--- src/rtl/timebase_counter_if.sv ---
// rtl/timebase_counter_if.sv - snapshot handshake bundle for timebase_counter
interface timebase_counter_if #(
    parameter int unsigned SEC_W = 32,
    parameter int unsigned SUB_W = 10
);
    logic             snap_req;
    logic             snap_ready;
    logic             snap_valid;
    logic             snap_drop;
    logic [SEC_W-1:0] snap_sec;
    logic [SUB_W-1:0] snap_msec;
    logic [SUB_W-1:0] snap_usec;

    // Reader side: requests snapshots and accepts them.
    modport master (
        output snap_req, snap_ready,
        input  snap_valid, snap_drop, snap_sec, snap_msec, snap_usec
    );

    // Timebase side: captures and holds snapshots.
    modport slave (
        input  snap_req, snap_ready,
        output snap_valid, snap_drop, snap_sec, snap_msec, snap_usec
    );
endinterface

--- src/rtl/timebase_counter.sv ---
// rtl/timebase_counter.sv - sec/msec/usec wall-clock timebase with snapshot port; optional alarm under TIMEBASE_ALARM_EN
module timebase_counter #(
    parameter int unsigned CLK_FREQ_HZ = 200_000_000,
    parameter int unsigned SEC_W       = 32,
    parameter int unsigned SUB_W       = 10
) (
    input  logic             clk_200mhz,
    input  logic             reset,
    input  logic             en,
    input  logic             load,
    input  logic [SEC_W-1:0] load_sec,
    input  logic [SUB_W-1:0] load_msec,
    input  logic [SUB_W-1:0] load_usec,
    output logic [SEC_W-1:0] sec,
    output logic [SUB_W-1:0] msec,
    output logic [SUB_W-1:0] usec,
    output logic             us_tick,
    output logic             ms_tick,
    output logic             s_tick,
    output logic             sec_wrap,
`ifdef TIMEBASE_ALARM_EN
    input  logic             alarm_arm,
    input  logic [SEC_W-1:0] alarm_sec,
    input  logic [SUB_W-1:0] alarm_msec,
    input  logic             alarm_clr,
    output logic             alarm_irq,
`endif
    timebase_counter_if.slave snap
);
    localparam int unsigned TICKS_PER_US = CLK_FREQ_HZ / 1_000_000;
    localparam int unsigned PRE_W        = $clog2(TICKS_PER_US) + 1;
    localparam logic [PRE_W-1:0] PRE_TC  = PRE_W'(TICKS_PER_US - 1);
    localparam logic [SUB_W-1:0] SUB_MAX = SUB_W'(999);

    logic [PRE_W-1:0] presc;
    logic             count_step;
    logic             us_wrap;
    logic             ms_wrap;
    logic [SEC_W-1:0] nxt_sec;
    logic [SUB_W-1:0] nxt_msec;
    logic [SUB_W-1:0] nxt_usec;
    logic             snap_take;

    // Next time value if the prescaler wraps this cycle; load suppresses counting.
    always_comb begin
        count_step = en && !load && (presc == PRE_TC);
        us_wrap    = (usec == SUB_MAX);
        ms_wrap    = (msec == SUB_MAX);
        nxt_usec   = us_wrap ? '0 : usec + SUB_W'(1);
        nxt_msec   = msec;
        nxt_sec    = sec;
        if (us_wrap) begin
            nxt_msec = ms_wrap ? '0 : msec + SUB_W'(1);
            if (ms_wrap) begin
                nxt_sec = sec + SEC_W'(1);
            end
        end
    end

    // Prescaler, time counters and their one-cycle tick strobes.
    always_ff @(posedge clk_200mhz or posedge reset) begin
        if (reset) begin
            presc    <= '0;
            sec      <= '0;
            msec     <= '0;
            usec     <= '0;
            us_tick  <= 1'b0;
            ms_tick  <= 1'b0;
            s_tick   <= 1'b0;
            sec_wrap <= 1'b0;
        end else begin
            us_tick  <= 1'b0;
            ms_tick  <= 1'b0;
            s_tick   <= 1'b0;
            sec_wrap <= 1'b0;
            if (load) begin
                presc <= '0;
                sec   <= load_sec;
                msec  <= (load_msec > SUB_MAX) ? SUB_MAX : load_msec;
                usec  <= (load_usec > SUB_MAX) ? SUB_MAX : load_usec;
            end else if (en) begin
                if (count_step) begin
                    presc    <= '0;
                    sec      <= nxt_sec;
                    msec     <= nxt_msec;
                    usec     <= nxt_usec;
                    us_tick  <= 1'b1;
                    ms_tick  <= us_wrap;
                    s_tick   <= us_wrap && ms_wrap;
                    sec_wrap <= us_wrap && ms_wrap && (sec == '1);
                end else begin
                    presc <= presc + PRE_W'(1);
                end
            end
        end
    end

    // A request is taken when nothing is held or the held snapshot is leaving this cycle.
    assign snap_take = snap.snap_req && (!snap.snap_valid || snap.snap_ready);

    // Snapshot holding register with valid/ready handshake and drop indication.
    always_ff @(posedge clk_200mhz or posedge reset) begin
        if (reset) begin
            snap.snap_valid <= 1'b0;
            snap.snap_drop  <= 1'b0;
            snap.snap_sec   <= '0;
            snap.snap_msec  <= '0;
            snap.snap_usec  <= '0;
        end else begin
            snap.snap_drop <= snap.snap_req && snap.snap_valid && !snap.snap_ready;
            if (snap_take) begin
                snap.snap_valid <= 1'b1;
                snap.snap_sec   <= sec;
                snap.snap_msec  <= msec;
                snap.snap_usec  <= usec;
            end else if (snap.snap_valid && snap.snap_ready) begin
                snap.snap_valid <= 1'b0;
            end
        end
    end

`ifdef TIMEBASE_ALARM_EN
    logic             armed;
    logic [SEC_W-1:0] tgt_sec;
    logic [SUB_W-1:0] tgt_msec;

    // Alarm fires on the edge counting reaches the target; clear beats fire, arm replaces target.
    always_ff @(posedge clk_200mhz or posedge reset) begin
        if (reset) begin
            armed     <= 1'b0;
            tgt_sec   <= '0;
            tgt_msec  <= '0;
            alarm_irq <= 1'b0;
        end else begin
            if (count_step && armed && (nxt_sec == tgt_sec) &&
                (nxt_msec == tgt_msec) && (nxt_usec == '0)) begin
                armed     <= 1'b0;
                alarm_irq <= 1'b1;
            end
            if (alarm_clr) begin
                alarm_irq <= 1'b0;
            end
            if (alarm_arm) begin
                armed    <= 1'b1;
                tgt_sec  <= alarm_sec;
                tgt_msec <= alarm_msec;
            end
        end
    end
`endif
endmodule

--- src/flat_wrapper.sv ---
// flat-port wrapper written by rule: the top's interface ports become plain ports
module timebase_counter_flat 
#(
    parameter int unsigned CLK_FREQ_HZ = 200_000_000,
    parameter int unsigned SEC_W       = 32,
    parameter int unsigned SUB_W       = 10
)
  (clk_200mhz, reset, en, load, load_sec, load_msec, load_usec, sec, msec, usec, us_tick, ms_tick, s_tick, sec_wrap, snap_snap_req, snap_snap_ready, snap_snap_valid, snap_snap_drop, snap_snap_sec, snap_snap_msec, snap_snap_usec);
  timebase_counter_if #(.SEC_W(SEC_W), .SUB_W(SUB_W)) snap_i ();
  input  logic clk_200mhz;
  input  logic reset;
  input  logic en;
  input  logic load;
  input  logic [SEC_W-1:0] load_sec;
  input  logic [SUB_W-1:0] load_msec;
  input  logic [SUB_W-1:0] load_usec;
  output logic [SEC_W-1:0] sec;
  output logic [SUB_W-1:0] msec;
  output logic [SUB_W-1:0] usec;
  output logic us_tick;
  output logic ms_tick;
  output logic s_tick;
  output logic sec_wrap;
  input wire logic [$bits(snap_i.snap_req)-1:0] snap_snap_req;
  input wire logic [$bits(snap_i.snap_ready)-1:0] snap_snap_ready;
  output wire logic [$bits(snap_i.snap_valid)-1:0] snap_snap_valid;
  output wire logic [$bits(snap_i.snap_drop)-1:0] snap_snap_drop;
  output wire logic [$bits(snap_i.snap_sec)-1:0] snap_snap_sec;
  output wire logic [$bits(snap_i.snap_msec)-1:0] snap_snap_msec;
  output wire logic [$bits(snap_i.snap_usec)-1:0] snap_snap_usec;
  assign snap_i.snap_req = snap_snap_req;
  assign snap_i.snap_ready = snap_snap_ready;
  assign snap_snap_valid = snap_i.snap_valid;
  assign snap_snap_drop = snap_i.snap_drop;
  assign snap_snap_sec = snap_i.snap_sec;
  assign snap_snap_msec = snap_i.snap_msec;
  assign snap_snap_usec = snap_i.snap_usec;
  timebase_counter #(.CLK_FREQ_HZ(CLK_FREQ_HZ), .SEC_W(SEC_W), .SUB_W(SUB_W)) u_core (.clk_200mhz(clk_200mhz), .reset(reset), .en(en), .load(load), .load_sec(load_sec), .load_msec(load_msec), .load_usec(load_usec), .sec(sec), .msec(msec), .usec(usec), .us_tick(us_tick), .ms_tick(ms_tick), .s_tick(s_tick), .sec_wrap(sec_wrap), .snap(snap_i));
endmodule
--- config.mk ---
export PLATFORM = sky130hd
export DESIGN_NAME = timebase_counter_flat
export DESIGN_NICKNAME = d
export VERILOG_FILES = /design/src/rtl/timebase_counter_if.sv /design/src/rtl/timebase_counter.sv /design/src/flat_wrapper.sv
export SDC_FILE = /design/constraint.sdc
export NUM_CORES = 1
export LEC_CHECK = 0
export ABC_AREA = 1
export BUFFER_PORTS_ARGS = -buffer_cell sky130_fd_sc_hd__buf_2
export CELL_PAD_IN_SITES_DETAIL_PLACEMENT = 0
export CELL_PAD_IN_SITES_GLOBAL_PLACEMENT = 1
export CORE_MARGIN = 10
export CORE_UTILIZATION = 34
export DETAILED_ROUTE_END_ITERATION = 7
export GPL_TIMING_DRIVEN = 1
export PLACE_DENSITY = 0.79
export SLEW_MARGIN = 10
export SYNTH_ARGS = -nofsm -noshare
export SYNTH_HDL_FRONTEND = slang
export SYNTH_SLANG_ARGS = --single-unit
--- constraint.sdc ---
create_clock -name clk_200mhz -period 3.32 [get_ports clk_200mhz]
set_input_delay 0.332 -clock clk_200mhz [delete_from_list [all_inputs] [get_ports clk_200mhz]]
set_output_delay 0.332 -clock clk_200mhz [all_outputs]
set_load 0.005 [all_outputs]
# Yosys cells after proc, flatten, opt, wreduce, memory -nomap -nowiden
# Cells that the tools add are included.
# totals
reg_bits	119
input_bits	58
out_inout_bits	110
elab_cells	76
# op_classes
addsub	4
magnitude_cmp	2
n_eq_ne	4
mux	33
n_reduce_logical	20
# op_table
cell	count
two-way mux 32 bit	5
two-way mux 10 bit	11
adder 32 x 1 -> 32 bit, second input constant	1
equality test 32 bit, second input constant	1
two-way mux 9 bit	3
adder 10 x 1 -> 10 bit, second input constant	2
equality test 10 bit, second input constant	2
greater-than comparator 10 bit, second input constant	2
two-way mux 1 bit	14
nonzero test 2 bit	5
adder 9 x 1 -> 9 bit, second input constant	1
equality test 9 x 8 -> 1 bit, second input constant	1
logical AND 1 bit	8
AND reduction 4 bit	1
zero test 1 bit	3
AND reduction 3 bit	1
AND reduction 2 bit	1
logical OR 1 bit	1

# Logic depth before layout (Yosys ltp)
# logic_depth
ltp_word	6
mapped_depth	11
mapped_depth_nobuf	11

# Least setup slack after synthesis
# No wires, ideal clock.
# synth_timing
kind	flip-flop to flip-flop
start	reg u_core.sec[0]
end	reg u_core.sec[30]
setup_ns	0.116
arrival_time_ns	1.451
required_ns	3.204
setup_slack_ns	1.753
path_stages_with_launch	11
path_buffers	0
synth_period_minus_slack_ns	1.567
path_cell_list	dfrtp_1 -> ha_1 -> nand2_1 -> nor2_1 -> nand2_1 -> nor2_1 -> nand2_1 -> nand2_1 -> nand3_1 -> nand2_1 -> nand2_1
# synth_between
elab_chain_len	6
# synth_rtl
element	line_no	rtl
from (decl)	timebase_counter.sv:14	output logic [SEC_W-1:0] sec,
from (signal assigned)	timebase_counter.sv:78	sec <= load_sec;
from (signal assigned)	timebase_counter.sv:84	sec <= nxt_sec;
adder 32 x 1 -> 32 bit	timebase_counter.sv:55	nxt_sec = sec + SEC_W'(1);
two-way mux 32 bit	timebase_counter.sv:54	if (ms_wrap) begin
two-way mux 32 bit	timebase_counter.sv:52	if (us_wrap) begin
two-way mux 32 bit	timebase_counter.sv:82	if (count_step) begin
two-way mux 32 bit	timebase_counter.sv:81	end else if (en) begin
two-way mux 32 bit	timebase_counter.sv:76	if (load) begin
# Every way passes these cells. The select of a mux whose other input is x is not followed.
# A chain may end at the register's enable or synchronous reset.

# Worst setup path after layout
# layout_timing
start	reg u_core.usec[0]
end	reg u_core.sec[6]
# layout_between
elab_chain_len	3
# layout_rtl
element	line_no	rtl
from (decl)	timebase_counter.sv:16	output logic [SUB_W-1:0] usec,
from (signal assigned)	timebase_counter.sv:80	usec <= (load_usec > SUB_MAX) ? SUB_MAX : load_usec;
from (signal assigned)	timebase_counter.sv:86	usec <= nxt_usec;
equality test 10 bit	timebase_counter.sv:47	us_wrap = (usec == SUB_MAX);
nonzero test 2 bit (no line)	--	
AND reduction 4 bit (no line)	--	
# Every way passes these cells.

==> metrics <==
Total Routing Usage GR 17.61%; Main synth FF type dfrtp_1; Yosys top cell area share 45.85%; clk_lat worst skew 0.42 ns; vias in the first global route 6,401; post-synthesis xor/xnor area fraction 1.214%; FF+latch count, synth 119; Final min period 2.474 ns; WL/cell 16.02 um; Mean Syn Cell Area 6.939 um2; ANT nets after route 0; Critical Path Sink Type flip-flop; cell taking the most area after synthesis dfrtp_1; Worst Path Required 3.68 ns; share of cells above drive strength 1 19.61%; final count of pins violating max slew 0; Layout Skew 0.007366 ns; Top Ports 168; cell row count 50; H-tree depth 4; Post-Syn Instances 936; largest net degree at the start of global routing 61; Initial Util 34.61%; Sinks on Clock Net 119; Max Cap Viol 0; post-CTS setup buffer count 0; first-pass GRT wire length 34.56 mm; # DRC 0; pwr dens 602.3 mW/mm2; routed vias 6,497; Inserted Diodes 0; area grow syn2layout 26.62%; Via density 4.809; critical path launch point type flip-flop; grt ovf 0; Hold Buf Count CTS 1; CTS Buffer Depth 2; GP Congestion 0.9302; status complete, no violations; RR Endpoint u_core.sec[6]; Crit Reg-Reg Startpoint u_core.usec[0]; clock-pin slew on the worst setup and hold paths 0.06 ns; mux cell area share after synthesis 0.6935%; Peak Freq 404.2 MHz; Cell variety after synth 30; Synth Cell Area 0.006495 mm2; highest net fanout along the worst path 27; crit share post-route 74.53%; # resized after CTS 0; Hold/Removal Path Class in -> reg; CTS tree done; Final Hold Vio Count 0; fin util 43.82%; full die area 0.02503 mm2; first-pass detailed-route iteration total 5; PnR Total Power 0.004953 W; worst-margin pin slew 0.6515 ns; largest family of logic cells by synthesized area simple AND/OR/NAND/NOR gates; Peak supply drop 0.4061 mV; Iter 0 DRT Violations 529; final wirelength 21.64 mm; crit path DAT 2.83 ns; Port Buf Inserts 167; Synth Area in Simple Gates 36.02%; Setup crit end u_core.sec[6]; unrepaired setup endpoints after global routing false; Die Ht 158.2 um; Post-Syn Nets 998; setup_tns 0 ns; cells on worst reg2reg path 9; Static Leakage 4.291 nW; Synth Area in Compound Gates 7.975%; Reg2Reg Setup Slack 0.85 ns; die span in x 158.2 um; Area contributors post-synth dfrtp_1 (46%), nand2_1 (21%), nor2_1 (7.7%), o21ai_0 (6.3%), nand3_1 (5.5%); DP Wirelength 16.74 mm; post-synthesis adder-cell area fraction 0.7706%; fraction of registers with async set or reset after synthesis 100.0%; CP Launch Point u_core.usec[0]; Rel. slew slack 56.52%; Post-synth EDFFs 0; CORE AREA 0.01877 mm2; Seq/Total Area, Yosys 45.85%; root cell of the clock tree clkbuf_16; net total in the final layout 1,166; initial antenna violation count 1; Crit Path Class reg -> reg; Final setup viols 0; TritonCTS Buffers 17; Synth Warn # 0
[cell usage after synthesis, types with 2 or more instances]
| cell type | n |
|---|---|
| inv_1 | 82 |
| nor3_1 | 7 |
| buf_6 | 3 |
| a21oi_1 | 7 |
| buf_2 | 5 |
| nand4_1 | 7 |
| mux2_2 | 4 |
| ha_1 | 4 |
| clkbuf_1 | 16 |
| o21ai_1 | 2 |
| o21ai_0 | 82 |
| nor2_1 | 133 |
| nand2_1 | 365 |
| nand3_1 | 71 |
| a31oi_1 | 4 |
| xor2_1 | 8 |
| a21boi_0 | 4 |
| dfrtp_1 | 119 |
| or2_2 | 2 |
[where the power goes]
part / internal, W / switching [W] / total [W]
clock: 0.00137 / 0.000693 / 0.00206
sequential: 0.00169 / 0.000252 / 0.00194
combinational: 0.000388 / 0.000561 / 0.000949
total: 0.00345 / 0.00151 / 0.00495
[per-stage QoR]
| stage | hold WS, ns | setup WS (ns) | instance area, um2 | cells |
|---|---|---|---|---|
| floorplan | 0.4428 | 1.533 | 6499 | 936 |
| global placement | 0.3595 | 0.9296 | 7560 | 1318 |
| global route | 0.1850 | 0.5303 | 8224 | 1351 |
| CTS | 0.1479 | 0.8577 | 8224 | 1351 |
| detailed placement | 0.3621 | 0.8869 | 7560 | 1318 |
| finish | 0.1602 | 0.8457 | 8224 | 1351 |
[sequential cells by signal (all words and copies together) (netlist names)]
register	flops
u_core.presc	9
u_core.snap.snap_drop	1
u_core.sec	32
u_core.s_tick	1
u_core.sec_wrap	1
u_core.snap.snap_valid	1
u_core.ms_tick	1
u_core.msec	10
u_core.snap.snap_usec	10
u_core.us_tick	1
u_core.usec	10
u_core.snap.snap_msec	10
u_core.snap.snap_sec	32
[layout make-up]
type	count	area [um2]
fillers	1995	10540
multi-input cells	705	3039
flip-flops and latches	119	2978
repair buffers	177	938.4
clock buffers	20	456.7
inverters	84	321.6
well taps	234	292.8
clock inverters	12	197.7
[routing by layer]
layer	vias up	track usage (%)	wire, um	share of wire [%]
li1	3283	-	-	-
met1	3001	24.00	9953	46
met2	191	26.57	9823	45
met3	20	4.505	1572	7.3
met4	2	5.823	286	1.3
met5	-	0	7	0.032
[cells by family after synthesis]
logic type / Yosys count
flops: 119
buf+inv: 112
mux: 4
simple gates: 588
compound gates: 100
fa+ha+maj: 4
xor+xnor: 9
[worst max-delay path, cell delays in order, from the launching register on]
cell     delay [ns]
dfrtp_1        0.52
ha_1           0.22
nand2_1        0.10
nor2_1         0.11
nand3_1        0.11
nand2_2        0.15
nand3_2        0.53
inv_2          0.47
nand2_1        0.10
nand2_1        0.09
[cells in the final DEF, fill, tap and decap left out, types with 2 or more instances in the layout]
cell type / count
a21boi_0: 4
a21oi_1: 7
a31oi_1: 4
buf_12: 2
buf_2: 167
buf_4: 7
bufinv_16: 5
clkbuf_16: 17
clkbuf_8: 2
clkinv_2: 3
clkinvlp_4: 3
dfrtp_1: 119
ha_1: 4
inv_1: 81
mux2_2: 4
nand2_1: 364
nand3_1: 71
nand4_1: 7
nor2_1: 133
nor3_1: 7
o21ai_0: 82
o21ai_1: 2
or2_2: 2
xor2_1: 8
[worst min path at each step]
stage	startpoint	to	slack [ns]	cells after the start
2_1_floorplan	snap_snap_req	u_core.snap.snap_valid	0.44	2
3_3_place_gp	reset	u_core.msec[5]	0.36	2
3_5_place_dp	reset	u_core.msec[5]	0.36	2
4_1_cts	snap_snap_req	u_core.snap.snap_valid	0.15	3
5_1_grt	snap_snap_req	u_core.snap.snap_valid	0.18	3
6_report	snap_snap_req	u_core.snap.snap_valid	0.16	3
(Power assumes the default switching activity.)
